$ cat config.mk
export PLATFORM = sky130hd
export DESIGN_NAME = vga_pattern_sequencer
export DESIGN_NICKNAME = d
export VERILOG_FILES = /design/src/rtl/vga_pkg.sv /design/src/rtl/vga_edge_detect.sv /design/src/rtl/vga_pattern_sequencer.sv
export SDC_FILE = /design/constraint.sdc
export NUM_CORES = 1
export LEC_CHECK = 0
export ABC_AREA = 0
export ABC_CLOCK_PERIOD_IN_PS = 1950
export CAP_MARGIN = 20
export CORE_MARGIN = 2
export CORE_UTILIZATION = 30
export DETAILED_ROUTE_END_ITERATION = 6
export GPL_TIMING_DRIVEN = 1
export HOLD_SLACK_MARGIN = 0.12
export PLACE_DENSITY = 0.64
export RECOVER_POWER = 25
export SLEW_MARGIN = 20
export SYNTH_ARGS = -nofsm -noshare
export SYNTH_HDL_FRONTEND = slang
export SYNTH_HIERARCHICAL = 1
export SYNTH_SLANG_ARGS = --single-unit
$ cat constraint.sdc
create_clock -name clk -period 1.95 [get_ports clk]
set_input_delay 0.2925 -clock clk [delete_from_list [all_inputs] [get_ports clk]]
set_output_delay 0.2925 -clock clk [all_outputs]
set_load 0.02 [all_outputs]
$ cat src/rtl/vga_pkg.sv
// Shared types and display constants for the VGA test-pattern path.
// Reused by the sync generator and the pattern sequencer.
package vga_pkg;

   typedef enum logic [1:0] {
      SHOW,
      PEND,
      BLANK
   } seq_state_t;

   localparam int H_ACTIVE_DEF = 640;
   localparam int V_ACTIVE_DEF = 480;

   function automatic int unsigned wrap_inc(
      input int unsigned v,
      input int unsigned n
   );
      return (v + 1 >= n) ? 0 : v + 1;
   endfunction

endpackage

$ cat src/rtl/vga_edge_detect.sv
// Rising-edge detector for an already synchronized, debounced level.
// The pulse lasts one cycle however long the level stays high.
module vga_edge_detect (
   input  logic clk,
   input  logic reset_n,
   input  logic level_i,
   output logic edge_o
);

   logic prev_q;

   always_ff @(posedge clk) begin
      if (!reset_n) begin
         prev_q <= 1'b0;
      end else begin
         prev_q <= level_i;
      end
   end

   assign edge_o = reset_n & level_i & ~prev_q;

endmodule

$ cat src/rtl/vga_pattern_sequencer.sv
// Frame-synchronous test-pattern selector: advances on a button or a timer,
// always switching at frame end with one black frame between patterns.
module vga_pattern_sequencer
   import vga_pkg::*;
#(
   parameter int NUM_PATTERNS = 4,
   parameter int AUTO_FRAMES  = 60,
   parameter int H_ACTIVE     = H_ACTIVE_DEF,
   parameter int V_ACTIVE     = V_ACTIVE_DEF
) (
   input  logic                            clk,
   input  logic                            reset_n,
   input  logic [9:0]                      x_pixel,
   input  logic [9:0]                      y_pixel,
   input  logic                            DE,
   input  logic                            btn_next,
   input  logic                            btn_mode,
   output logic [$clog2(NUM_PATTERNS)-1:0] pattern_sel,
   output logic                            blank_out,
   output logic                            mode_auto,
   output logic                            frame_tick,
   output logic [7:0]                      frame_cnt
);

   localparam int PW = $clog2(NUM_PATTERNS);
   localparam int AW = $clog2(AUTO_FRAMES);
   localparam logic [9:0]    X_LAST    = 10'(H_ACTIVE - 1);
   localparam logic [9:0]    Y_LAST    = 10'(V_ACTIVE - 1);
   localparam logic [AW-1:0] AUTO_LAST = AW'(AUTO_FRAMES - 1);

   logic          next_edge;
   logic          mode_edge;
   logic          frame_end;
   logic          auto_req;
   logic          req;
   logic [PW-1:0] pat_next;

   logic          tick_q;
   logic [7:0]    frame_cnt_q;
   logic          mode_q;
   logic [AW-1:0] auto_cnt_q;
   logic [AW-1:0] auto_cnt_d;
   seq_state_t    state_q;
   logic [PW-1:0] pat_q;
   logic          blank_q;

   vga_edge_detect u_next_edge (
      .clk     (clk),
      .reset_n (reset_n),
      .level_i (btn_next),
      .edge_o  (next_edge)
   );

   vga_edge_detect u_mode_edge (
      .clk     (clk),
      .reset_n (reset_n),
      .level_i (btn_mode),
      .edge_o  (mode_edge)
   );

   // Only the last active pixel counts; blanking-time coordinates are ignored.
   assign frame_end = DE && (x_pixel == X_LAST) && (y_pixel == Y_LAST);

   assign auto_req = mode_q && tick_q && (auto_cnt_q == AUTO_LAST);
   assign req      = next_edge | auto_req;
   assign pat_next = PW'(wrap_inc(32'(pat_q), NUM_PATTERNS));

   always_comb begin
      auto_cnt_d = auto_cnt_q;
      if (mode_edge) begin
         auto_cnt_d = '0;
      end else if (mode_q && tick_q) begin
         auto_cnt_d = (auto_cnt_q == AUTO_LAST) ? '0 : auto_cnt_q + AW'(1);
      end
   end

   always_ff @(posedge clk) begin
      if (!reset_n) begin
         tick_q      <= 1'b0;
         frame_cnt_q <= '0;
         mode_q      <= 1'b0;
         auto_cnt_q  <= '0;
      end else begin
         tick_q     <= frame_end;
         mode_q     <= mode_q ^ mode_edge;
         auto_cnt_q <= auto_cnt_d;
         if (tick_q) begin
            frame_cnt_q <= frame_cnt_q + 8'd1;
         end
      end
   end

   // Requests outside SHOW are dropped, never queued.
   always_ff @(posedge clk) begin
      if (!reset_n) begin
         state_q <= SHOW;
         pat_q   <= '0;
         blank_q <= 1'b0;
      end else begin
         unique case (state_q)
            SHOW: begin
               if (req && tick_q) begin
                  state_q <= BLANK;
                  pat_q   <= pat_next;
                  blank_q <= 1'b1;
               end else if (req) begin
                  state_q <= PEND;
               end
            end
            PEND: begin
               if (tick_q) begin
                  state_q <= BLANK;
                  pat_q   <= pat_next;
                  blank_q <= 1'b1;
               end
            end
            BLANK: begin
               if (tick_q) begin
                  state_q <= SHOW;
                  blank_q <= 1'b0;
               end
            end
            default: begin
               state_q <= SHOW;
               blank_q <= 1'b0;
            end
         endcase
      end
   end

   assign pattern_sel = pat_q;
   assign blank_out   = blank_q;
   assign mode_auto   = mode_q;
   assign frame_tick  = tick_q;
   assign frame_cnt   = frame_cnt_q;

endmodule
## Word level (Yosys, flattened, before mapping)

Index checks and enable logic that the tools add are counted.

| word-level totals | value |
|---|---|
| register bits | 23 |
| logic and storage cells | 56 |
| input bits | 25 |

| operators by class | value |
|---|---|
| add/subtract/negate cells | 3 |
| equal/unequal tests | 9 |
| $lt $le $gt $ge | 1 |
| bitwise operators | 9 |
| reductions and logical operators | 11 |
| muxes and demuxes | 14 |

Operators by type and width:

| kind | count |
|---|---|
| 2-bit 2-to-1 mux | 7 |
| 10-bit == test (second input constant) | 1 |
| 10-bit by 9-bit == test with 1-bit output (second input constant) | 1 |
| 3-bit AND reduction | 3 |
| 8-bit by 1-bit adder with 8-bit output (second input constant) | 1 |
| 6-bit by 1-bit adder with 6-bit output (second input constant) | 1 |
| 6-bit == test (second input constant) | 1 |
| 6-bit 2-to-1 mux | 1 |
| 2-bit inequality test (second input constant) | 3 |
| 2-bit one-hot mux with 3 select lines | 1 |
| 1-bit logical AND | 5 |
| 1-bit AND | 4 |
| 2-bit one-hot mux with 2 select lines | 1 |
| 2-bit by 1-bit adder with 3-bit output (second input constant) | 1 |
| 3-bit >= comparator (second input constant) | 1 |
| 1-bit 2-to-1 mux | 3 |
| 3-bit inequality test (second input constant) | 1 |
| 1-bit NOT | 3 |
| 1-bit one-hot mux with 3 select lines | 1 |
| 2-bit by 1-bit == test with 1-bit output (second input constant) | 1 |
| 2-bit == test (second input constant) | 1 |
| 2-bit logical NOT | 1 |
| 2-bit nonzero test | 1 |
| 2-bit OR reduction | 1 |
| other kinds (2) | 2 |

## Depth between registers and ports, before layout

| logic depth | value |
|---|---|
| depth in word-level cells | 6 |
| mapped depth | 5 |
| depth with buffers taken out | 4 |

## By module

Netlist, hierarchy kept.

Modules (own cells, without submodules):

| module | cells an instance | seq. area each (µm²) | area each (µm²) | instances |
|---|---|---|---|---|
| vga_pattern_sequencer | 111 | 420.4 | 1002.2 | 1 |
| vga_edge_detect | 3 | 20.0 | 35.0 | 2 |

## Least setup slack after synthesis

OpenSTA, ideal clock, no wires.

| timing path | value |
|---|---|
| kind | register to register |
| start | register mode_q (netlist: mode_auto) |
| end | register auto_cnt_q[5] |
| data required time | 1.876 ns |
| slack | 0.590 ns |
| cell stages (with the launch flop) | 5 |
| setup time | 0.074 ns |
| arrival time | 1.286 ns |
| clock period less this slack | 1.360 ns |
| cell sequence | dfxtp_1 buf_6 nand2_4 or4_1 a31oi_1 |

| between the ends | value |
|---|---|
| word-level cells in the longest chain between the ends | 1 |

RTL lines:

| element | RTL line | RTL |
|---|---|---|
| start: declaration | vga_pattern_sequencer.sv:40 | `logic mode_q;` |
| start signal: assignment | vga_pattern_sequencer.sv:85 | `mode_q <= mode_q ^ mode_edge;` |
| 1-bit logical AND | vga_pattern_sequencer.sv:72 | `end else if (mode_q && tick_q) begin` |
| end signal: assignment | vga_pattern_sequencer.sv:86 | `auto_cnt_q <= auto_cnt_d;` |
| end: declaration | vga_pattern_sequencer.sv:41 | `logic [AW-1:0] auto_cnt_q;` |

Every way passes these cells.
A chain may end at the register's enable or synchronous reset.

## Worst setup path in the final report

| timing path | value |
|---|---|
| start | register mode_q (netlist: mode_auto) |
| end | output mode_auto |

RTL lines:

| element | RTL line | RTL |
|---|---|---|
| end: declaration | vga_pattern_sequencer.sv:20 | `output logic mode_auto,` |

No word-level cell between the ends.

==> impl_metrics.csv <==
group,metric,value,unit
worst_setup_path,ff2ff_setup_slack,0.35,ns
logic_synthesis,ys_seq_elements,23,
power,clockPowerShare,27.8,%
global_route,gr-total-overflow,0,
die,fp.coreArea,0.003390,sq mm
clock_network,clock-sinks,23,
drt,antenna_left,0,
logic_synthesis,syn_inst,117,
worst_setup_path,reg2reg_from,"frame_tick",
die,dieArea,0.004069,sq mm
sta,finalHoldViolations,0,
clock_network,cts_tree,"built",
place,routabilityCongestion,0.7412,
logic_synthesis,synth_area,0.001072,sq mm
worst_hold_path,holdCritStartpoint,"frame_cnt[7]",
logic_synthesis,ys_seq_area_share,42.94,%
sta,final_max_slew_viol_count,0,
clock_network,postCtsSetupBuffers,0,
clock_network,cts-root-buf,"clkbuf_4",
die,die_w,63.79,um
sta,rsz0062_at_grt,"no",
sta,setup_viol,0,
power,seq_power_share,62.2,%
finish,fin_cells,202,
finish,area_growth,40.37,%
finish,fill_cells,342,
worst_hold_path,min_to,"frame_cnt[7]",
clock_network,cts_buffers,3,
worst_setup_path,worst-r2r-cell-count,4,
worst_setup_path,crit_buf_inv,1,
sta,fin_crit_sh,94.03,%
worst_setup_path,startpoint_type,"flip-flop",
drt,wl,2.305,mm
worst_setup_path,critPathKind,"reg -> out",
power,p_sw,165.1,uW
clock_network,h-tree-depth,1,
clock_network,cts-hold-fix-buffers,0,
worst_setup_path,cp_slowest_cell,"clkdlybuf4s50_1",
run,maxCapViolations,0,
die,io_pins,38,
power,switching_share,21.33,%
drt,vias,979,
worst_setup_path,required,1.66,ns
finish,final_common_cell,"clkdlybuf4s50_1",
sta,clock_skew,0.0005207,ns
global_route,grtUsageTotal,11.95,%
power,p_per_area,514.2,mW/mm^2
place,place_hpwl,1.850,mm
global_route,grt_max_degree,13,
clock_network,clkLatencyLatePin,0.30,ns
power,comb_power_share,10.1,%
die,rows,21,
place,port_buffers,37,
sta,setup-tns-final,0,ns
power,max-vdd-ir-drop,0.1992,mV
worst_setup_path,r2r_end,"pattern_sel[0]",
drt,viasPerCell,4.847,
worst_hold_path,hp-class,"reg -> reg",
logic_synthesis,avgSynthCellArea,9.165,sq um
worst_setup_path,path_max_fanout,8,
worst_setup_path,cp-end-kind,"primary output",
finish,drive_gt1_share,5.128,%
sta,period_needed,1.833,ns
logic_synthesis,ys.flop_type,"dfxtp_1",
finish,n_antenna_cell,0,
logic_synthesis,yosysWarnings,6,
die,initial_core_util,31.64,%
drt,routedWlPerCell,11.41,um
sta,relSlewSlack,69.89,%
logic_synthesis,synth.net_count,145,
logic_synthesis,ys_types,36,
drt,drcViolationCount,0,
global_route,antenna_found_initial,0,
drt,dr.first_iter.drc_count,40,
outcome,status,"complete, no violations",
sta,fmax,545.4,MHz
worst_setup_path,max_stage_delay,0.69,ns
worst_hold_path,holdPathStages,2,
clock_network,clock_path_buffers,2,
finish,layout_common_cells,"clkdlybuf4s50_1 (36), dfxtp_1 (23), nand2_1 (9), nor2_1 (8)",
clock_network,clk_pin_slew,0.12,ns
clock_network,post_cts_resized,0,
logic_synthesis,synth_edf_count,0,
finish,fin_nets,185,
global_route,grt_pass1_wl,3.898,mm
power,leakagePower,0.5045,nW
drt,drt-pass1-iter-count,4,
global_route,grt_pass1_vias,941,
power,p_int,608.8,uW
sta,worst_slew_pin_slew,0.4516,ns
logic_synthesis,synthArstFlopShare,0,%
worst_setup_path,critPathTopFamily,"buffers and inverters",
die,die_h,63.79,um
place,dp_cells,198,
worst_setup_path,cp_cell_sequence,"clkdlybuf4s50_1",
worst_setup_path,crit_arrival,1.54,ns
[area by class of cell]
type / count / area, sq um / area share (%)
tap: 46 / 57.56 / 3.824
timing repair buffer: 40 / 385.4 / 25.60
multi-input combinational: 86 / 564.3 / 37.49
inverter: 3 / 11.26 / 0.7481
clock buffer: 4 / 26.28 / 1.746
sequential: 23 / 460.4 / 30.59
[cells in the mapped netlist (2+ instances only)]
cell / instances / area (sq um)
dfxtp_1: 23 / 460.4
nand2_1: 9 / 33.78
nor2_1: 8 / 30.03
a21oi_1: 7 / 35.03
o21ai_0: 7 / 35.03
nand3_1: 6 / 30.03
nand4_1: 6 / 37.54
or3_1: 5 / 31.28
and2_1: 3 / 18.77
ha_1: 3 / 37.54
inv_1: 3 / 11.26
mux2i_1: 3 / 30.03
nand4b_1: 3 / 26.28
xor2_1: 3 / 26.28
and3b_1: 2 / 17.52
buf_2: 2 / 10.01
buf_6: 2 / 22.52
nand2b_1: 2 / 12.51
o21a_1: 2 / 15.01
xnor2_1: 2 / 17.52
[sequential cells by signal, indices dropped and copies added, names as in the netlist]
| register | cells |
|---|---|
| blank_out | 1 |
| pattern_sel | 2 |
| mode_auto | 1 |
| u_next_edge/prev_q | 1 |
| frame_tick | 1 |
| u_mode_edge/prev_q | 1 |
| frame_cnt | 8 |
| state_q | 2 |
| auto_cnt_q | 6 |
[power groups by stage]
stage | clock network [mW] | logic [mW] | registers (mW)
floorplan | 0 | 0.0265 | 0.490
global placement | 0 | 0.0794 | 0.491
detailed placement | 0 | 0.0815 | 0.491
CTS | 0.220 | 0.0819 | 0.481
global route | 0.243 | 0.0837 | 0.482
finish | 0.215 | 0.0779 | 0.481
[worst max-delay path by stage]
stage	cells past startpoint	startpoint	to
finish	1	mode_auto	mode_auto
CTS	1	mode_auto	mode_auto
detailed placement	5	reset_n	auto_cnt_q[3]
global route	1	mode_auto	mode_auto
floorplan	4	mode_auto	auto_cnt_q[5]
global placement	5	reset_n	auto_cnt_q[3]
[routing by layer]
| metal | vias to the layer above | track usage, % | share of wire [%] |
|---|---|---|---|
| met5 | - | 0 | 0 |
| met4 | 0 | 4.891 | 1.3 |
| met3 | 2 | 3.169 | 7.1 |
| met2 | 29 | 22.01 | 49 |
| met1 | 445 | 12.73 | 43 |
| li1 | 503 | - | - |
[kinds of logic after synthesis]
family	synth area share, %
AND/OR/NAND/NOR	29.99
flip-flops	42.94
AO/OA/AOI/OAI	12.25
buffers and inverters	4.434
XOR/XNOR	4.085
multiplexers	2.801
adder cells (fa/ha/maj)	3.501
[stage by stage]
step	utilization, %	hold slack [ns]	total power, mW	setup slack (ns)	area (sq um)
after CTS	44.63	0.4950	0.7832	0.1071	1513
after global routing	44.41	0.5269	0.8096	0.05573	1505
after detailed placement	43.85	0.4707	0.5730	0.3026	1486
final	44.41	0.4960	0.7739	0.1165	1505
after global placement	43.85	0.4721	0.5708	0.3802	1486
after floorplan	-	0.4142	0.5162	0.5899	1072
(Power assumes the default switching activity.)
